**src/rtl/sqrt_share_ctrl.sv**
```systemverilog
// -----------------------------------------------------------------------------
// sqrt_share_ctrl
//
// Shares one iterative 32/16-bit non-restoring square-root core between two
// requesters. A round-robin arbiter picks a requester in IDLE, the sequencer
// issues the core's one-cycle load, waits out the iteration, captures the root
// and remainder on the core's completion pulse and presents them to the owning
// requester until accepted. Each requester may cancel its own in-flight
// operation; the core itself cannot be aborted, so a cancelled operation is
// simply allowed to finish and its result is discarded.
//
// Ports
//   clock, resetn        system clock / asynchronous active-low reset (shared
//                        with the sqrt core)
//   req_valid/req_ready  per-requester request handshake (bit0 = requester 0);
//                        req_ready is one-hot or zero
//   req_d0/req_d1        radicands
//   req_tag0/req_tag1    opaque tags, returned unchanged with the result
//   cancel               per-requester abort of its own operation
//   rsp_valid/rsp_ready  per-requester response handshake; rsp_valid one-hot
//                        or zero
//   rsp_q/rsp_r/rsp_tag  shared result bus: root, remainder, tag
//   core_d, core_load    radicand and one-cycle start pulse to the core
//   core_busy            core iterating
//   core_ready           core one-cycle completion pulse
//   core_q, core_r       core root and adjusted remainder
//   ctrl_busy            high whenever the controller is not IDLE
// -----------------------------------------------------------------------------
module sqrt_share_ctrl #(
    parameter int TAG_W = 4
) (
    input  logic             clock,
    input  logic             resetn,

    input  logic [1:0]       req_valid,
    output logic [1:0]       req_ready,
    input  logic [31:0]      req_d0,
    input  logic [31:0]      req_d1,
    input  logic [TAG_W-1:0] req_tag0,
    input  logic [TAG_W-1:0] req_tag1,
    input  logic [1:0]       cancel,

    output logic [1:0]       rsp_valid,
    input  logic [1:0]       rsp_ready,
    output logic [15:0]      rsp_q,
    output logic [16:0]      rsp_r,
    output logic [TAG_W-1:0] rsp_tag,

    output logic [31:0]      core_d,
    output logic             core_load,
    input  logic             core_busy,
    input  logic             core_ready,
    input  logic [15:0]      core_q,
    input  logic [16:0]      core_r,

    output logic             ctrl_busy
);

    typedef enum logic [2:0] {
        IDLE  = 3'd0,
        LOAD  = 3'd1,
        WAIT  = 3'd2,
        RESP  = 3'd3,
        DRAIN = 3'd4
    } state_t;

    state_t           state_reg;
    logic             last_grant_reg;   // requester served most recently
    logic             owner_reg;        // requester owning the current operation
    logic             drop_reg;         // current operation was cancelled
    logic [31:0]      core_d_reg;
    logic [15:0]      rsp_q_reg;
    logic [16:0]      rsp_r_reg;
    logic [TAG_W-1:0] tag_reg;

    // -------------------------------------------------------------------------
    // Arbitration
    // -------------------------------------------------------------------------
    logic any_req;
    logic win;          // index of the requester that would be granted
    logic accept;       // a grant is offered this cycle
    logic cancel_own;   // cancel from the current owner
    logic rsp_ack;      // rsp_ready from the current owner

    always_comb begin
        any_req = |req_valid;
        // With both requesting, the one not served last time wins; otherwise
        // the single valid requester wins (req_valid[1] selects it).
        if (req_valid == 2'b11) begin
            win = ~last_grant_reg;
        end else begin
            win = req_valid[1];
        end
    end

    // resetn gates the offer so req_ready reads zero while reset is held even
    // though the state register already shows IDLE. The core_busy term is an
    // interlock: a load is never issued onto a core that is still iterating.
    assign accept     = (state_reg == IDLE) && resetn && any_req && !core_busy;
    assign cancel_own = cancel[owner_reg];
    assign rsp_ack    = rsp_ready[owner_reg];

    // Per-requester one-hot handshake outputs, decoded from registered state.
    generate
        for (genvar gi = 0; gi < 2; gi++) begin : g_port
            localparam logic SEL = (gi == 1);
            assign req_ready[gi] = accept && (win == SEL);
            assign rsp_valid[gi] = (state_reg == RESP) && (owner_reg == SEL);
        end
    endgenerate

    // -------------------------------------------------------------------------
    // Sequencer
    // -------------------------------------------------------------------------
    always_ff @(posedge clock or negedge resetn) begin
        if (!resetn) begin
            state_reg      <= IDLE;
            last_grant_reg <= 1'b1;     // requester 0 wins the first contest
            owner_reg      <= 1'b0;
            drop_reg       <= 1'b0;
            core_d_reg     <= '0;
            rsp_q_reg      <= '0;
            rsp_r_reg      <= '0;
            tag_reg        <= '0;
        end else begin
            case (state_reg)
                IDLE: begin
                    if (accept) begin
                        core_d_reg     <= win ? req_d1   : req_d0;
                        tag_reg        <= win ? req_tag1 : req_tag0;
                        owner_reg      <= win;
                        last_grant_reg <= win;
                        drop_reg       <= 1'b0;
                        state_reg      <= LOAD;
                    end
                end

                LOAD: begin
                    if (cancel_own) begin
                        drop_reg <= 1'b1;
                    end
                    state_reg <= WAIT;
                end

                WAIT: begin
                    if (core_ready) begin
                        // A cancel arriving together with completion still
                        // discards the result.
                        if (drop_reg || cancel_own) begin
                            state_reg <= IDLE;
                        end else begin
                            rsp_q_reg <= core_q;
                            rsp_r_reg <= core_r;
                            state_reg <= RESP;
                        end
                    end else if (cancel_own) begin
                        drop_reg <= 1'b1;
                    end
                end

                RESP: begin
                    // Accept and cancel both retire the response; when they
                    // coincide the result counts as delivered.
                    if (rsp_ack || cancel_own) begin
                        state_reg <= IDLE;
                    end
                end

                DRAIN: begin
                    state_reg <= IDLE;
                end

                default: begin
                    state_reg <= IDLE;
                end
            endcase
        end
    end

    // -------------------------------------------------------------------------
    // Outputs (all taken straight from registers)
    // -------------------------------------------------------------------------
    assign core_load = (state_reg == LOAD);
    assign core_d    = core_d_reg;
    assign rsp_q     = rsp_q_reg;
    assign rsp_r     = rsp_r_reg;
    assign rsp_tag   = tag_reg;
    assign ctrl_busy = (state_reg != IDLE);

endmodule

```
**config.mk**
```make
export PLATFORM = sky130hd
export DESIGN_NAME = sqrt_share_ctrl
export DESIGN_NICKNAME = d
export VERILOG_FILES = /design/src/rtl/sqrt_share_ctrl.sv
export SDC_FILE = /design/constraint.sdc
export NUM_CORES = 1
export LEC_CHECK = 0
export CORE_AREA = 8 8 89 131
export CTS_BUF_LIST = sky130_fd_sc_hd__clkbuf_4 sky130_fd_sc_hd__clkbuf_8
export DETAILED_ROUTE_END_ITERATION = 6
export DIE_AREA = 0 0 97 139
export PLACE_DENSITY = 0.73
export SLEW_MARGIN = 20
export SYNTH_ARGS = -nofsm -noshare
export SYNTH_HDL_FRONTEND = slang
export SYNTH_SLANG_ARGS = --single-unit
```
**constraint.sdc**
```tcl
create_clock -name clock -period 4.46 [get_ports clock]
set_clock_uncertainty 0.2 [all_clocks]
set_input_delay 0.892 -clock clock [delete_from_list [all_inputs] [get_ports clock]]
set_output_delay 0.892 -clock clock [all_outputs]
set_load 0.005 [all_outputs]
```
==> metrics.cfg <==
[detailed_routing]
antenna_left = 0
drtIter0Drc = 61
via_count = 2649
wl_per_cell_um = 18.1
dr.pass1.iters = 4
wl_um = 9830
drc = 0
via_per_inst = 4.87

[clock_tree]
cts_sinks = 74
clk_path_buf_depth = 2
hold_buffers = 0
htree_levels = 3
ctsRootBufferMaster = clkbuf_8
clock_latency_ps = 340
cts_tree = yes
path_clk_slew_ps = 70
cts-resized-gates = 0
postCtsSetupBuffers = 0
cts_inserted_buffers = 9

[synth]
synth-seq-cells = 74
synth.most_common_cell = dfrtp_1
yosysWarnings = 0
netlist_top_cells_area = dfrtp_1 55%, mux2_4 14%, a22o_1 9.5%, a21o_1 8.4%, buf_12 1.8%
yosysTopAreaCell = dfrtp_1
syn_area_mm2 = 0.00332
post-synth-top-area-fraction_pct = 55.0
syn-instance-count = 233
async_reset_ff_share_pct = 100
syn_avg_cell_area_um2 = 14.2
synth_common_cells = 73 x dfrtp_1, 37 x a21o_1, 36 x a22o_1, 30 x mux2_4, 6 x buf_2
synth_nets = 352
synth_cell_type_count = 33
synth_edf_count = 0
synth_seq_area_share_pct = 55.8
ys.flop_type = dfrtp_1

[critical_path]
ff2ff_setup_slack_ps = 2060
criticalPathCategory = input pin to output pin
critPathSlowestCell = clkdlybuf4s50_1
cp_cell_sequence = clkdlybuf4s50_1 -> and3b_1 -> and3_1 -> clkdlybuf4s50_1
cp_num_buf_inv = 2
cp.required_ps = 3370
cp_top_family = buffers and inverters
start_kind = input pin
endpoint_kind = output pin
critPathMaxFanout = 3
cp_slowest_stage_delay_ps = 540
arrival_ps = 2410
worst_path_most_repeated_cell = clkdlybuf4s50_1

[global_routing]
grt_pass1_wl_um = 16200
first_global_vias = 3051
grt_usage_pct = 14.8
antenna_found_initial = 0
grt_overflow_total = 0
grt_max_degree = 76

[sta]
worstMarginPinSlew_ps = 977
period_minus_slack_ps = 3500
setup_violations = 0
min_period_over_period_pct = 78.4
layout_setup_ws_ps = 961
drv_slew = 0
whs_ps = 276
clock.fmax_mhz = 286
timing.final.hold_violations = 0
relSlewSlack_pct = 34.6
setup_tns_ps = 0
rsz0062_at_grt = no

[pwr]
p_sw_share_pct = 27.2
pwr-share-clk_pct = 17.3
vdd_ir_drop_max_mv = 0.308
leakage_uw = 0.00255
p_comb_share_pct = 45.5
switching_power_uw = 879
power.density_mw_per_mm2 = 588
seq_power_share_pct = 37.2
p_int_uw = 2350

[die]
die_y_um = 139
core_mm2 = 0.00985
start_util_pct = 33.7
num_rows = 45
die_w_um = 97
io_pins = 190
design.die.area_mm2 = 0.0135

[cells_and_area]
fin_util_pct = 55.7
fin_nets = 541
largest_reg_flops = 32
final_layout_size_suffix_gt1_share_pct = 14.3
syn_to_final_growth_pct = 65.3

[placement]
dp_hpwl_um = 7680
routabilityCongestion = 0.709
pre_cts_slack_ps = 932
port_buffers = 189

[flow_run]
cap_viol_max_count = 0

[min_path]
hold_path.class = flip-flop to flip-flop

[status]
status = finished, final reports clean

## logic make-up after synthesis
kind of cell             count (synthesis)  synth area share [%]
AND/OR/NAND/NOR                         20                  3.81
AO/OA/AOI/OAI                           83                  20.0
adder cells (fa/ha/maj)                  4                  1.51
buffers and inverters                   19                  4.30
flip-flops                              74                  55.8
multiplexers                            33                  14.6
## power groups by stage
stage	Clock [uW]	Combinational [uW]	Sequential, uW
after detailed placement	0	1500	1210
after global placement	0	1470	1200
after CTS	578	1510	1210
after floorplan	0	561	1220
final	558	1470	1200
after global routing	602	1590	1250
## per-stage QoR
stage               power, uW  instance area, um2  instances
CTS                      3290                5490        543
floorplan                1780                3320        233
global route             3450                5490        543
detailed placement       2710                5270        528
finish                   3230                5490        544
global placement         2660                5270        528
## worst reg2reg max path, stage by stage, from the launching register on
cell and delay (ps):
dfrtp_1 450, a211oi_2 330, and3_2 640, buf_4 350, mux2_4 320
## cells in the final DEF, fill, tap and decap left out, types with 2 or more instances in the layout
| master | instances |
|---|---|
| mux2_2 | 3 |
| o2bb2ai_1 | 2 |
| a22o_1 | 36 |
| nor3_1 | 2 |
| bufinv_16 | 2 |
| nand2_1 | 2 |
| clkbuf_8 | 9 |
| and3_1 | 2 |
| buf_4 | 6 |
| a21o_1 | 37 |
| dfrtp_1 | 73 |
| clkinvlp_4 | 2 |
| ha_1 | 4 |
| mux2_4 | 30 |
| o21ai_0 | 2 |
| a21oi_1 | 2 |
| clkdlybuf4s50_1 | 188 |
| inv_1 | 3 |
| nand2b_1 | 3 |
## final timing paths
check	startpoint	depth (start not counted)	endpoint
setup / recovery	core_busy	4	req_ready[0]
max in group asynchronous	resetn	2	core_d[8]
min in group asynchronous	resetn	2	owner_reg
setup reg to reg	owner_reg	4	rsp_q[12]
hold reg to reg	core_d[24]	1	core_d[24]
hold / removal	core_d[24]	1	core_d[24]
## cell type report
class	count	area, um2
fill	837	4370
timing repair buffer	194	1930
sequential	74	1850
multi-input combinational	140	1340
tap	117	146
clock buffer	10	131
clock inverter	5	80.1
inverter	3	11.3
antenna	1	2.50
## routing by layer
metal  vias to the layer above  global-route usage (%)  wire length (um)  part of all wire [%]
met5                         -                       0                 0                     0
met4                         0                    6.43               142                   1.4
met3                        11                    5.69               903                   9.2
met2                       134                    23.2              4660                    47
met1                      1266                    17.5              4120                    42
li1                       1238                       -                 -                     -
Note: power is estimated with default switching activity, not from simulation.
